===== src/rtl/control_sequencer.sv =====
// Hard-wired Moore control sequencer: fetch (T0-T2), decode, then per-class execute steps.
// Outputs are a pure decode of the present state and the opcode latched on T3 entry.
module control_sequencer #(
  parameter int unsigned OPW = 5,
  parameter int unsigned IRW = 32
) (
  input  logic           Clock,
  input  logic           Clear,
  input  logic [IRW-1:0] IR,
  input  logic           Stop,
  output logic           PCout,
  output logic           Zlowout,
  output logic           ZHighout,
  output logic           MDRout,
  output logic           MARin,
  output logic           PCin,
  output logic           MDRin,
  output logic           IRin,
  output logic           Yin,
  output logic           ZLowIn,
  output logic           ZHighIn,
  output logic           HIin,
  output logic           LOin,
  output logic           IncPC,
  output logic           Read,
  output logic           Gra,
  output logic           Grb,
  output logic           Grc,
  output logic           Rin,
  output logic           Rout,
  output logic           Cout,
  output logic [OPW-1:0] ALUop,
  output logic           Run
);

  localparam logic [3:0] StRst  = 4'd0;
  localparam logic [3:0] StT0   = 4'd1;
  localparam logic [3:0] StT1   = 4'd2;
  localparam logic [3:0] StT2   = 4'd3;
  localparam logic [3:0] StT3   = 4'd4;
  localparam logic [3:0] StT4   = 4'd5;
  localparam logic [3:0] StT5   = 4'd6;
  localparam logic [3:0] StT6   = 4'd7;
  localparam logic [3:0] StHalt = 4'd8;

  localparam logic [OPW-1:0] OpAdd  = 5'b00011;
  localparam logic [OPW-1:0] OpOr   = 5'b01010;
  localparam logic [OPW-1:0] OpAddi = 5'b01011;
  localparam logic [OPW-1:0] OpAndi = 5'b01100;
  localparam logic [OPW-1:0] OpOri  = 5'b01101;
  localparam logic [OPW-1:0] OpMul  = 5'b01110;
  localparam logic [OPW-1:0] OpDiv  = 5'b01111;
  localparam logic [OPW-1:0] OpNeg  = 5'b10000;
  localparam logic [OPW-1:0] OpNot  = 5'b10001;
  localparam logic [OPW-1:0] OpHalt = 5'b11011;

  logic [3:0]     state_q, state_d;
  logic [OPW-1:0] op_q, op_d;

  logic is_alu3, is_imm, is_muldiv, is_unary, is_halt;
  logic [OPW-1:0] imm_aluop;

  always_comb begin
    is_alu3   = (op_q >= OpAdd) && (op_q <= OpOr);
    is_imm    = (op_q == OpAddi) || (op_q == OpAndi) || (op_q == OpOri);
    is_muldiv = (op_q == OpMul) || (op_q == OpDiv);
    is_unary  = (op_q == OpNeg) || (op_q == OpNot);
    is_halt   = (op_q == OpHalt);
    unique case (op_q)
      OpAddi:  imm_aluop = 5'b00011;
      OpAndi:  imm_aluop = 5'b01001;
      default: imm_aluop = 5'b01010;
    endcase
  end

  // Leaving the last execute state is the only point where Stop is honoured.
  logic [3:0] end_state;
  assign end_state = Stop ? StHalt : StT0;

  always_comb begin
    state_d = StRst;
    op_d    = op_q;
    unique case (state_q)
      StRst:  state_d = StT0;
      StT0:   state_d = StT1;
      StT1:   state_d = StT2;
      StT2: begin
        state_d = StT3;
        op_d    = IR[IRW-1 -: OPW];
      end
      StT3: begin
        if (is_halt)                                     state_d = StHalt;
        else if (is_alu3 || is_imm || is_muldiv || is_unary) state_d = StT4;
        else                                             state_d = end_state;
      end
      StT4:   state_d = is_unary ? end_state : StT5;
      StT5:   state_d = is_muldiv ? StT6 : end_state;
      StT6:   state_d = end_state;
      StHalt: state_d = StHalt;
      default: state_d = StRst;
    endcase
  end

  always_ff @(posedge Clock or posedge Clear) begin
    if (Clear) begin
      state_q <= StRst;
      op_q    <= '0;
    end else begin
      state_q <= state_d;
      op_q    <= op_d;
    end
  end

  always_comb begin
    PCout = 1'b0; Zlowout = 1'b0; ZHighout = 1'b0; MDRout = 1'b0;
    MARin = 1'b0; PCin = 1'b0; MDRin = 1'b0; IRin = 1'b0; Yin = 1'b0;
    ZLowIn = 1'b0; ZHighIn = 1'b0; HIin = 1'b0; LOin = 1'b0;
    IncPC = 1'b0; Read = 1'b0;
    Gra = 1'b0; Grb = 1'b0; Grc = 1'b0; Rin = 1'b0; Rout = 1'b0; Cout = 1'b0;
    ALUop = '0;
    Run = (state_q != StHalt);
    unique case (state_q)
      StT0: begin PCout = 1'b1; MARin = 1'b1; IncPC = 1'b1; end
      StT1: begin Read = 1'b1; MDRin = 1'b1; end
      StT2: begin MDRout = 1'b1; IRin = 1'b1; end
      StT3: begin
        if (is_alu3 || is_imm) begin
          Grb = 1'b1; Rout = 1'b1; Yin = 1'b1;
        end else if (is_muldiv) begin
          Gra = 1'b1; Rout = 1'b1; Yin = 1'b1;
        end else if (is_unary) begin
          Grb = 1'b1; Rout = 1'b1; ALUop = op_q; ZLowIn = 1'b1; ZHighIn = 1'b1;
        end
      end
      StT4: begin
        if (is_alu3) begin
          Grc = 1'b1; Rout = 1'b1; ALUop = op_q; ZLowIn = 1'b1; ZHighIn = 1'b1;
        end else if (is_imm) begin
          Cout = 1'b1; ALUop = imm_aluop; ZLowIn = 1'b1; ZHighIn = 1'b1;
        end else if (is_muldiv) begin
          Grb = 1'b1; Rout = 1'b1; ALUop = op_q; ZLowIn = 1'b1; ZHighIn = 1'b1;
        end else if (is_unary) begin
          Zlowout = 1'b1; Gra = 1'b1; Rin = 1'b1;
        end
      end
      StT5: begin
        if (is_muldiv) begin
          Zlowout = 1'b1; LOin = 1'b1;
        end else begin
          Zlowout = 1'b1; Gra = 1'b1; Rin = 1'b1;
        end
      end
      StT6: begin ZHighout = 1'b1; HIin = 1'b1; end
      default: ;
    endcase
  end

endmodule


===== config.mk =====
export PLATFORM = sky130hd
export DESIGN_NAME = control_sequencer
export DESIGN_NICKNAME = d
export VERILOG_FILES = /design/src/rtl/control_sequencer.sv
export SDC_FILE = /design/constraint.sdc
export NUM_CORES = 1
export LEC_CHECK = 0
export BUFFER_PORTS_ARGS = -buffer_cell sky130_fd_sc_hd__buf_2
export CAP_MARGIN = 10
export CORE_UTILIZATION = 42
export DETAILED_ROUTE_END_ITERATION = 10
export PLACE_DENSITY_LB_ADDON = 0.15
export SYNTH_ARGS = -nofsm -noshare
export SYNTH_HDL_FRONTEND = slang
export SYNTH_SLANG_ARGS = --single-unit

===== constraint.sdc =====
create_clock -name Clock -period 2.35 [get_ports Clock]
set_input_delay 0.47 -clock Clock [delete_from_list [all_inputs] [get_ports Clock]]
set_output_delay 0.47 -clock Clock [all_outputs]
set_load 0.1 [all_outputs]

---- Word level (Yosys, flattened, before mapping) ----
Cells that the tools add are included.
storage, ports and cells
  register bits after elaboration ......... 9
  output and inout bits ................... 27
  word-level logic and storage cells ...... 78
cells by class
  $lt $le $gt $ge ......................... 2
  eq/ne operators ......................... 17
  mux-type cells .......................... 48
  reduce and logical (&&, ||, !) cells .... 9
operators with widths
  cell                                                                                  count
  4-bit case mux with 9 select lines                                                    1
  5-bit 2-to-1 mux                                                                      6
  1-bit 2-to-1 mux                                                                      28
  5-bit by 4-bit equality test with 1-bit output (second input constant)                5
  4-bit 2-to-1 mux                                                                      5
  4-bit by 3-bit equality test with 1-bit output (second input constant)                4
  5-bit equality test (second input constant)                                           3
  1-bit case mux with 2 select lines                                                    5
  5-bit case mux with 2 select lines                                                    1
  4-bit by 2-bit equality test with 1-bit output (second input constant)                2
  4-bit case mux with 2 select lines                                                    1
  1-bit logical OR                                                                      7
  5-bit by 2-bit greater-or-equal comparator with 1-bit output (second input constant)  1
  5-bit by 4-bit <= comparator with 1-bit output (second input constant)                1
  4-bit by 1-bit equality test with 1-bit output (second input constant)                1
  4-bit equality test (second input constant)                                           1
  4-bit logical NOT                                                                     1
  4-bit inequality test (second input constant)                                         1
  1-bit case mux with 3 select lines                                                    1
  1-bit logical AND                                                                     1

---- Depth between registers and ports, before layout ----
  depth in word-level cells ............... 9
  depth in mapped cells ................... 6
  depth with buffers taken out ............ 4

---- Worst setup path before layout ----
No wires, ideal clock.
  path type ............................... register -> output
  start point ............................. reg op_q[3]
  end point ............................... out ZLowIn
  data arrival time ....................... 3,860 ps
  data required time ...................... 1,880 ps
  path slack .............................. -1,980 ps
  stages on the path, launching flop included .. 7
  cells stage by stage .................... dfrtp_1 -> buf_6 -> or4b_4 -> nor2_1 -> a21oi_1 -> nor3_1 -> buf_4
between the ends
  cells in the longest elaborated chain, start to end .. 6
  elaborated cells on any way between the ends .. 22
  those cells by class .................... order compare (2); eq/ne (7); mux (7); reduce/logical (6)
RTL lines
  item                                                                                                                  line  source
  start, declared                                                                                                       58    logic [OPW-1:0] op_q, op_d;
  start signal, assigned                                                                                                110   op_q <= op_d;
  parallel branches: the longest is 5 deep, another holds 5-bit by 2-bit greater-or-equal comparator with 1-bit output  n/a
  1-bit case mux with 2 select lines (*)                                                                                n/a
  end, declared                                                                                                         20    output logic ZLowIn,
Mark *: on every way between the ends.

---- Final worst setup path ----
  start point ............................. reg op_q[1]
  end point ............................... out ZHighIn
between the ends
  cells in the longest elaborated chain, start to end .. 6
  elaborated cells on any way between the ends .. 22
  those cells by class .................... order compare (2); eq/ne (7); mux (7); reduce/logical (6)
RTL lines
  item                                                                                                                  line  source
  parallel branches: the longest is 5 deep, another holds 5-bit by 2-bit greater-or-equal comparator with 1-bit output  n/a
  1-bit case mux with 2 select lines (*)                                                                                122   unique case (state_q)
  end, declared                                                                                                         21    output logic ZHighIn,
Marks and branches as above.

==> results.md <==
* Status: finished, final reports clean
* H-tree Lvls at 1
* Clk sinks at 9
* Die area at 2424 um2
* Max Transition Viols Final at 0
* N_diodes at 0
* Critical Path Max Stage Delay at 0.58 ns
* Final setup viols at 0
* PD cells at 1587 nW/um2
* Avg WL per Cell at 15.54 um
* Post-synth ARST share at 100.0%
* Critical Path End Type: primary output
* Type of the tightest min-delay check: in -> async
* Seq cells post-synth at 9
* Inserted Clock Buffers at 3
* Starting Density at 46.35%
* Worst r2r path cells at 7
* RSZ-0062 raised after global routing: yes
* Final Critical Period at 2.323 ns
* Overflow after GRT at 0
* Register area share after synthesis at 24.03%
* VDD IR-drop max at 1.188 mV
* Nets at 194
* Synth top area share at 24.03%
* Total GRT Usage at 24.69%
* Row cnt at 16
* Final WL at 2875 um
* Deepest clock path buffer count at 2
* Synth Area per Inst at 7.875 um2
* Overall power at 2608 uW
* Final ANT Viol Nets at 0
* CTS Root Buffer Type: clkbuf_4
* Die Width at 49.24 um
* Max-cap viol count at 0
* Largest family of logic cells by synthesized area: simple AND/OR/NAND/NOR gates
* Max Clock Skew at 0.001799 ns
* Maximum number of pins on one net before global-route repair at 18
* Leak at 0.0007271 uW
* Crit-path slowest cell: or4b_4
* CP Max Fanout at 3
* Critical Path RT at 1.88 ns
* DR iter-0 viols at 23
* CTS tree: done
* Most common cell after layout, fill and taps aside: buf_4
* Placement Setup Slack at 0.1103 ns
* Critical Path Source Type: register
* Port bufs at 33
* Reg2Reg Launch Point: op_q[1]$_DFFE_PP0P_
* Share of cells above drive strength 1 at 54.43%
* Die Y at 49.24 um
* Fmax at 430.5 MHz
* Via/cell ratio at 5.746
* Synth Area in Compound Gates at 22.03%
* Worst r2r dst: state_q[0]$_DFF_PP0_
* Post-synthesis xor/xnor area fraction at 0.9346%
* Multiplexer share of the synthesized area at 7.076%
* Final hold violations at 0
* Layout area overhead at 75.30%
* Post-synth EDFFs at 0
* CP arrival at 1.85 ns
* Yosys cell types at 42
* Post-Synth Adder-Cell Area at 0%
* Worst-skew pair later-pin latency at 0.26 ns
* HPWL after DPL at 2109 um
* Top cells by area, synth: dfrtp_1, mux2_2, buf_4
* Synth area leader: dfrtp_1
* Cells along the critical path: or4b_4, nor2_4, a21oi_2, nor3_4, buf_12
* Synthesized instance count at 119
* Most frequent cells in the layout: buf_4, buf_12, buf_2
* Kind of critical path: reg -> out
* Vias in the first global route at 1021
* Core area at 2022 um2
* Simple-gate share of the synthesized area at 33.11%
* Initial DRT Pass Iterations at 4
* Initial antenna violation count at 0
* Clock-pin slew on the worst setup and hold paths at 0.05 ns
* YS warnings at 0
* # DRC at 0
* Setup ws final at 0.02718 ns
* First-pass GRT wire length at 4616 um
* Syn_nets at 154
* Routed vias at 1063
* Ports at 62
* Post-Synthesis Cell Area at 937.1 um2
* GP Congestion at 0.8453
* Worst Setup SP: op_q[1]$_DFFE_PP0P_
* Register-to-register setup slack at 0.67 ns
* Ys flop type: dfrtp_1
* Final period util at 98.84%
[cell type report]
class                   instances  area (um2)
clock buffers                   4       26.28
fillers                       130       379.1
inverters                       3       11.26
multi-input cells              89       757.0
flip-flops and latches          9       229.0
well taps                      27       33.78
repair buffers                 53       585.6
[Yosys cell counts, types with 2 or more instances]
| library cell | n |
|---|---|
| buf_2 | 3 |
| a211oi_1 | 2 |
| mux2_2 | 5 |
| a21oi_1 | 6 |
| nor2b_1 | 4 |
| o21a_1 | 3 |
| a31oi_1 | 2 |
| and3_1 | 3 |
| nor2_1 | 6 |
| nand2b_1 | 8 |
| and2_1 | 2 |
| inv_1 | 3 |
| nor3_1 | 6 |
| buf_4 | 7 |
| nand2_1 | 11 |
| dfrtp_1 | 9 |
| clkbuf_1 | 7 |
| a211o_1 | 2 |
| a21o_1 | 2 |
| o21ai_0 | 6 |
[worst max-delay path: cells and delay by family, from the launching register on]
kind,cells,cell delay [ns]
flops,1,0.40
simple gates,3,0.93
compound gates,1,0.05
buf+inv,1,0.22
[power by group]
group          leakage (uW)  switching (uW)  internal, uW
sequential         0.000110             101           235
combinational      0.000602            1430           728
clock             0.0000150            48.1          65.0
total              0.000727            1580          1030
[routing by layer]
metal / vias to the layer above / track usage (%) / wire (um)
li1: 493 / - / -
met1: 499 / 29.31 / 1076
met2: 65 / 40.87 / 1508
met3: 6 / 4.984 / 254
met4: 0 / 14.22 / 36
met5: - / 0 / 0
[flip-flops by register name, indices dropped and copies added (netlist names)]
register / cells
op_q: 5
state_q: 4
[metrics by stage]
step	setup TNS, ns	instance area [um2]	hold WS [ns]	instances	util (%)
detailed placement	0	1543	0.4358	176	76.30
global placement	0	1543	0.4230	176	76.30
floorplan	-2.240	1102	0.2979	119	-
finish	0	1643	0.1489	185	81.25
CTS	0	1589	0.1568	180	78.59
global route	-0.1541	1643	0.1521	185	81.25
[cell families (layout without fill, tap and decap cells)]
group	after synthesis	in the layout
AOI/OAI and AO/OA	30	30
xor gates and xnor gates	1	1
buffers and inverters	21	60
DFF	9	9
muxes	6	6
other	1	1
and+or+nand+nor	51	51
[worst max-delay path by stage]
stage	endpoint	slack, ns	cells after the start
finish	ZHighIn	0.03	5
global route	ZHighIn	-0.04	5
CTS	ZHighIn	0.004	5
detailed placement	Grc	0.11	5
global placement	Grc	0.20	5
floorplan	ALUop[0]	-0.67	4
[repair_timing]
| action | CTS | global route |
|---|---|---|
| pin swaps | 0 | 6 |
| resized for setup | 5 | 4 |
| buffers inserted | 0 | 5 |
| hold buffers | 0 | 0 |
| endpoints found under the setup margin | 10 | 8 |
(Power assumes the default switching activity.)
